[config.mk]
export PLATFORM = sky130hd
export DESIGN_NAME = handshake_receiver_flat
export DESIGN_NICKNAME = d
export VERILOG_FILES = /design/src/rtl/handshake_receiver_if.sv /design/src/rtl/handshake_receiver.sv /design/src/flat_wrapper.sv
export SDC_FILE = /design/constraint.sdc
export NUM_CORES = 1
export LEC_CHECK = 0
export BUFFER_PORTS_ARGS = -buffer_cell sky130_fd_sc_hd__buf_2
export CAP_MARGIN = 40
export CELL_PAD_IN_SITES_DETAIL_PLACEMENT = 1
export CELL_PAD_IN_SITES_GLOBAL_PLACEMENT = 1
export CORE_MARGIN = 1
export CORE_UTILIZATION = 40
export DETAILED_ROUTE_END_ITERATION = 12
export PLACE_DENSITY_LB_ADDON = 0.1
export SETUP_SLACK_MARGIN = 0.02
export SLEW_MARGIN = 20
export SYNTH_ARGS = -nofsm -noshare
export SYNTH_HDL_FRONTEND = slang
export SYNTH_SLANG_ARGS = --single-unit
[constraint.sdc]
create_clock -name sinkClock -period 1.6 [get_ports sinkClock]
set_input_delay 0.48 -clock sinkClock [delete_from_list [all_inputs] [get_ports sinkClock]]
set_output_delay 0.48 -clock sinkClock [all_outputs]
set_load 0.03 [all_outputs]
[src/rtl/handshake_receiver_if.sv]
// Bundle for the four-phase REQ/ACK crossing plus the sink-side valid/ready port.
// The master side drives request, data and ready. The slave side is the receiver.
interface handshake_receiver_if #(
    parameter int DATA_WIDTH  = 1,
    parameter int COUNT_WIDTH = 16
);
    logic                   asyncRequest;
    logic [DATA_WIDTH-1:0]  asyncData;
    logic                   asyncAcknowledge;
    logic                   sinkValid;
    logic                   sinkReady;
    logic [DATA_WIDTH-1:0]  sinkData;
    logic [COUNT_WIDTH-1:0] transferCount;

    modport master (
        output asyncRequest,
        output asyncData,
        output sinkReady,
        input  asyncAcknowledge,
        input  sinkValid,
        input  sinkData,
        input  transferCount
    );

    modport slave (
        input  asyncRequest,
        input  asyncData,
        input  sinkReady,
        output asyncAcknowledge,
        output sinkValid,
        output sinkData,
        output transferCount
    );
endinterface

[src/rtl/handshake_receiver.sv]
// Sink-side endpoint of a four-phase bundled-data REQ/ACK clock-domain crossing.
// Define HANDSHAKE_RECEIVER_EARLY_ACK_EN for early acknowledge with a one-word buffer.
module handshake_receiver #(
    parameter int DATA_WIDTH         = 1,
    parameter int SYNCHRONIZER_WIDTH = 2,
    parameter int COUNT_WIDTH        = 16
) (
    input  logic                sinkClock,
    input  logic                sinkReset_n,
    handshake_receiver_if.slave bus
);
    typedef enum logic [1:0] {
        IDLE,
        PRESENT,
        RELEASE
    } state_t;

    state_t                        state;
    logic [SYNCHRONIZER_WIDTH-1:0] syncStages;
    logic                          syncRequest;
    logic                          accept;

    assign syncRequest = syncStages[SYNCHRONIZER_WIDTH-1];
    assign accept      = bus.sinkValid && bus.sinkReady;

    // Only the request crosses domains; data is qualified by syncRequest.
    always_ff @(posedge sinkClock or negedge sinkReset_n) begin
        if (!sinkReset_n) begin
            syncStages <= '0;
        end else begin
            syncStages <= {syncStages[SYNCHRONIZER_WIDTH-2:0], bus.asyncRequest};
        end
    end

    always_ff @(posedge sinkClock or negedge sinkReset_n) begin
        if (!sinkReset_n) begin
            bus.transferCount <= '0;
        end else if (accept) begin
            bus.transferCount <= bus.transferCount + 1'b1;
        end
    end

    always_ff @(posedge sinkClock or negedge sinkReset_n) begin
        if (!sinkReset_n) begin
            state                <= IDLE;
            bus.asyncAcknowledge <= 1'b0;
            bus.sinkValid        <= 1'b0;
            bus.sinkData         <= '0;
        end else begin
            unique case (state)
`ifdef HANDSHAKE_RECEIVER_EARLY_ACK_EN
                // Capture may overlap delivery of the buffered word.
                IDLE: begin
                    if (syncRequest && (!bus.sinkValid || bus.sinkReady)) begin
                        bus.sinkData         <= bus.asyncData;
                        bus.sinkValid        <= 1'b1;
                        bus.asyncAcknowledge <= 1'b1;
                        state                <= RELEASE;
                    end else if (accept) begin
                        bus.sinkValid <= 1'b0;
                    end
                end
                RELEASE: begin
                    if (accept) begin
                        bus.sinkValid <= 1'b0;
                    end
                    if (!syncRequest) begin
                        bus.asyncAcknowledge <= 1'b0;
                        state                <= IDLE;
                    end
                end
`else
                IDLE: begin
                    if (syncRequest) begin
                        bus.sinkData  <= bus.asyncData;
                        bus.sinkValid <= 1'b1;
                        state         <= PRESENT;
                    end
                end
                PRESENT: begin
                    if (accept) begin
                        bus.sinkValid        <= 1'b0;
                        bus.asyncAcknowledge <= 1'b1;
                        state                <= RELEASE;
                    end
                end
                RELEASE: begin
                    if (!syncRequest) begin
                        bus.asyncAcknowledge <= 1'b0;
                        state                <= IDLE;
                    end
                end
`endif
                default: begin
                    state <= IDLE;
                end
            endcase
        end
    end
endmodule

[src/flat_wrapper.sv]
// flat-port wrapper written by rule: the top's interface ports become plain ports
module handshake_receiver_flat 
#(
    parameter int DATA_WIDTH         = 1,
    parameter int SYNCHRONIZER_WIDTH = 2,
    parameter int COUNT_WIDTH        = 16
)
  (sinkClock, sinkReset_n, bus_asyncRequest, bus_asyncData, bus_sinkReady, bus_asyncAcknowledge, bus_sinkValid, bus_sinkData, bus_transferCount);
  handshake_receiver_if #(.DATA_WIDTH(DATA_WIDTH), .COUNT_WIDTH(COUNT_WIDTH)) bus_i ();
  input  logic sinkClock;
  input  logic sinkReset_n;
  input wire logic [$bits(bus_i.asyncRequest)-1:0] bus_asyncRequest;
  input wire logic [$bits(bus_i.asyncData)-1:0] bus_asyncData;
  input wire logic [$bits(bus_i.sinkReady)-1:0] bus_sinkReady;
  output wire logic [$bits(bus_i.asyncAcknowledge)-1:0] bus_asyncAcknowledge;
  output wire logic [$bits(bus_i.sinkValid)-1:0] bus_sinkValid;
  output wire logic [$bits(bus_i.sinkData)-1:0] bus_sinkData;
  output wire logic [$bits(bus_i.transferCount)-1:0] bus_transferCount;
  assign bus_i.asyncRequest = bus_asyncRequest;
  assign bus_i.asyncData = bus_asyncData;
  assign bus_i.sinkReady = bus_sinkReady;
  assign bus_asyncAcknowledge = bus_i.asyncAcknowledge;
  assign bus_sinkValid = bus_i.sinkValid;
  assign bus_sinkData = bus_i.sinkData;
  assign bus_transferCount = bus_i.transferCount;
  handshake_receiver #(.DATA_WIDTH(DATA_WIDTH), .SYNCHRONIZER_WIDTH(SYNCHRONIZER_WIDTH), .COUNT_WIDTH(COUNT_WIDTH)) u_core (.sinkClock(sinkClock), .sinkReset_n(sinkReset_n), .bus(bus_i));
endmodule
* Yosys cells after proc, flatten, opt, wreduce, memory -nomap -nowiden
Index checks and enable logic that the tools add are counted.
** Cells by class
- Equal/unequal tests :: 5
- Mux-type cells :: 10
- Reductions and logical operators :: 8
- Add/sub/neg operators :: 1
** Operators with widths (number)
- $add 16x1->16 const B :: 1
- $reduce_and 3->1 :: 3
- $mux 2 :: 3
- $pmux 2 s3 :: 1
- $mux 1 :: 4
- $ne 2x1->1 const B :: 2
- $pmux 1 s2 :: 2
- $reduce_bool 2->1 :: 2
- $eq 2x1->1 const B :: 1
- $eq 2x2->1 const B :: 1
- $logic_not 2->1 :: 1
- $ne 2x2->1 const B :: 1
- $reduce_and 2->1 :: 1
- $logic_and 1x1->1 :: 1
** Word-level totals
- Bits of input ports :: 5
- Bits in registers :: 23
- Logic and storage cells :: 30
- Output and inout bits :: 19

* Logic depth before layout (Yosys ltp)
- Depth after elaboration :: 3
- Depth in mapped cells :: 5
- Gate-level depth less buffers :: 5

* Worst setup path after synthesis
No wires, ideal clock.
- Kind :: register to register
- Start point :: register u_core.bus.transferCount[0]
- End point :: register u_core.bus.transferCount[12]
- Arrival time :: 1481 ps
- Library setup time :: 134 ps
- Slack :: -15 ps
- Stages on the path, launching flop included :: 6
- Required time :: 1466 ps
- Clock period less this slack :: 1615 ps
- Buffers on the path :: 0
- Cell sequence :: dfrtp_1 > ha_1 > nand3_2 > nor4_4 > nand3_2 > xnor2_1
** On the way
- Word-level cells in the longest chain between the ends :: 1
** RTL lines
- start: declaration :: RTL line handshake_receiver_if.sv:32 : output transferCount
- start signal: assignment :: RTL line handshake_receiver.sv:39 : bus.transferCount <= bus.transferCount + 1'b1;
- $add 16x1->16 :: RTL line handshake_receiver.sv:39
Every way passes these cells.
A chain may end at the register's enable or synchronous reset.

* Final worst setup path
- Start point :: register u_core.bus.transferCount[1]
- End point :: output bus_transferCount[1]
** RTL lines
- end: declaration :: RTL line flat_wrapper.sv:18 : output wire logic [$bits(bus_i.transferCount)-1:0] bus_transferCount;
No word-level cell between the ends.

==> results.md <==
- Status: finished clean
- Number of port buffers: 23
- Final setup TNS: 0 ps
- GR Util met3: 3.48%
- Overflow after GRT: 0
- Leak: 0.000597 uW
- Worst Path Arrival: 1050 ps
- Antenna Diode Count: 0
- Crit-path max cell delay: 430 ps
- Tmin final: 1530 ps
- Row Count: 17
- Post-DP HPWL: 1410 microns
- Top_reg_cell synth: dfrtp_1
- DR vias/cell: 5.04
- Max clock buf depth: 2
- Synth top area share: 57.1%
- Layout area overhead: 19.8%
- Largest cells by area after synthesis: dfrtp_1 (57%), xnor2_1 (8.7%), xor2_1 (4.3%), nor4_4 (4.2%), nand2_1 (2.6%)
- CP Cell Sequence: buf_4 > buf_2
- Reg-to-reg slack, setup: 160 ps
- Final net count: 114
- Syn Area/Cell: 12.7 sq um
- Chip height: 52.2 microns
- DR vias: 680
- RSZ-0062 raised after global routing: no
- WL/cell: 14.2 microns
- Power Total: 1870 uW
- Kind of critical path: flop to primary output
- DRC Markers: 0
- CP Buf/Inv Count: 2
- Ratio of cells with drive above 1 in the final layout: 40.2%
- R2r worst-path depth: 5
- Ys async rst share: 100%
- DRT Pass-1 Iters: 3
- Crit path launch type: flop
- Worst reg2reg endpoint: u_core.bus.transferCount[12]
- Core Region: 2300 sq um
- Period utilization: 95.5%
- Max H-tree Level: 1
- Largest net degree at the start of global routing: 24
- Gpl congestion: 0.753
- CP delay by family, top: flip-flops
- Mapped Area: 1010 sq um
- CTS tree: done
- GRT Total Usage: 16.8%
- Number of synthesized flops with an enable pin: 0
- Io pins: 24
- Fmax achieved: 0.655 GHz
- Worst endpoint required time: 1120 ps
- Commonest non-fill, non-tap cell in the layout: buf_2
- PwrDens: 1550 nW/um^2
- Total Wirelength: 1920 microns
- Initial antenna violation count: 0
- Grt met1 use: 21.0%
- CP max-delay cell: dfrtp_2
- Warnings, synthesis: 0
- Num Clock Sinks: 23
- Hold Vio Cnt, Final: 0
- #FFs+latches synth: 23
- R2R Path Start: u_core.bus.transferCount[0]
- Cell variety after synth: 25
- Routed Antenna Nets: 0
- Largest area contributor in the netlist: dfrtp_1
- Hold Crit Class: input pin to async pin
- Max_cap viols: 0
- First-pass GRT wire length: 3220 microns
- Clock root cell: clkbuf_4
- Vias in the first global route: 710
- Seq/Total Area, Yosys: 57.1%
- Clock Latency Late Sink: 310 ps
- Most frequent cells in the layout: buf_2 (22), dfrtp_1 (19), xnor2_1 (10)
- Die ar.: 2720 sq um
- Worst Tran Pin Value: 535 ps
- Post-Synthesis Net Count: 85
- Initial DRC count: 9
- GRT met2 Usage: 27.8%
- Most Used Layer, Global Route: met2
- Setup violations, final: 0
- Max-slew headroom: 64.4%
- Initial core utilization: 43.8%
- CTS Hold Bufs: 0
- Max IR drop VDD: 1.27 mV
- Max Slew Vio Count: 0
- Die W: 52.2 microns
- Worst clock skew: 6.01 ps
- Mapped Cells: 79
- Num CTS Buffers: 3
- Crit-path max FO: 4
- Hold WS: 126 ps
- Worst setup EP type: primary output
- CTS clk-pin slew, worst paths: 130 ps
- Cell depth of the worst setup path: 2
- Crit path launch: u_core.bus.transferCount[1]
per-stage QoR:
| step | util [%] | cell area (sq um) | cells | setup WS [ps] |
|---|---|---|---|---|
| after floorplan | - | 1010 | 79 | 104 |
| after global placement | 51.0 | 1170 | 131 | 65.6 |
| after detailed placement | 51.0 | 1170 | 131 | 54.3 |
| after CTS | 52.3 | 1200 | 135 | 44.5 |
| after global routing | 52.5 | 1210 | 135 | 25.7 |
| final | 52.5 | 1210 | 135 | 72.5 |
Yosys cell counts, types with 2 or more instances:
cell     count
nand2_1      7
nand4_1      2
dfrtp_1     23
and4_1       2
nand3_2      2
xor2_1       5
a21oi_1      2
nor2_1       3
inv_1        2
o21ai_0      5
xnor2_1     10
mux2_2       2
nor4_4       2
logic make-up after synthesis:
| family | share of synthesized area, % |
|---|---|
| and+or+nand+nor | 20.7 |
| DFF | 57.1 |
| xor gates and xnor gates | 13.0 |
| AOI/OAI and AO/OA | 4.47 |
| buffers and inverters | 1.12 |
| muxes | 2.24 |
| adders and majority gates | 1.24 |
worst reg2reg max path, stage by stage, from the launching register on:
cell and delay [ps]:
dfrtp_2 380, ha_1 160, nand3_2 130, nor4_4 400, nand3_2 130, xnor2_1 140
final cells by class:
cell class                 count  area (sq um)
inverter                       2          7.51
multi-input combinational     53           420
clock buffer                   3          22.5
tap                           28          35.0
timing repair buffer          25           133
sequential                    23           581
clock inverter                 1          7.51
fill                         258          1090
registers in the layout (all words and copies together), names as in the netlist:
name,flops
u_core.bus.sinkValid,1
u_core.bus.asyncAcknowledge,1
u_core.state,2
u_core.bus.sinkData,1
u_core.bus.transferCount,16
u_core.syncStages,2
worst max path at each step:
stage,end,slack [ps]
2_1_floorplan,u_core.bus.transferCount[12],100
3_3_place_gp,u_core.bus.transferCount[13],70
3_5_place_dp,u_core.bus.transferCount[12],50
4_1_cts,bus_transferCount[1],40
5_1_grt,bus_transferCount[0],30
6_report,bus_transferCount[1],70
metal layers:
metal  part of all wire (%)  vias up
met4                   0.89        0
met3                    3.1        2
met2                     50       14
met1                     46      336
li1                       -      328
met5                      0        -
power breakdown:
part           switching, uW  internal [uW]
sequential               169            727
combinational            435            264
clock                    179           95.2
total                    783           1090
what timing repair did:
item,CTS,global route
hold endpoints to repair,0,0
endpoints found under the setup margin,0,3
resized for setup,0,4
setup buffers,0,0
No activity file was read; power rests on OpenSTA's default activity.
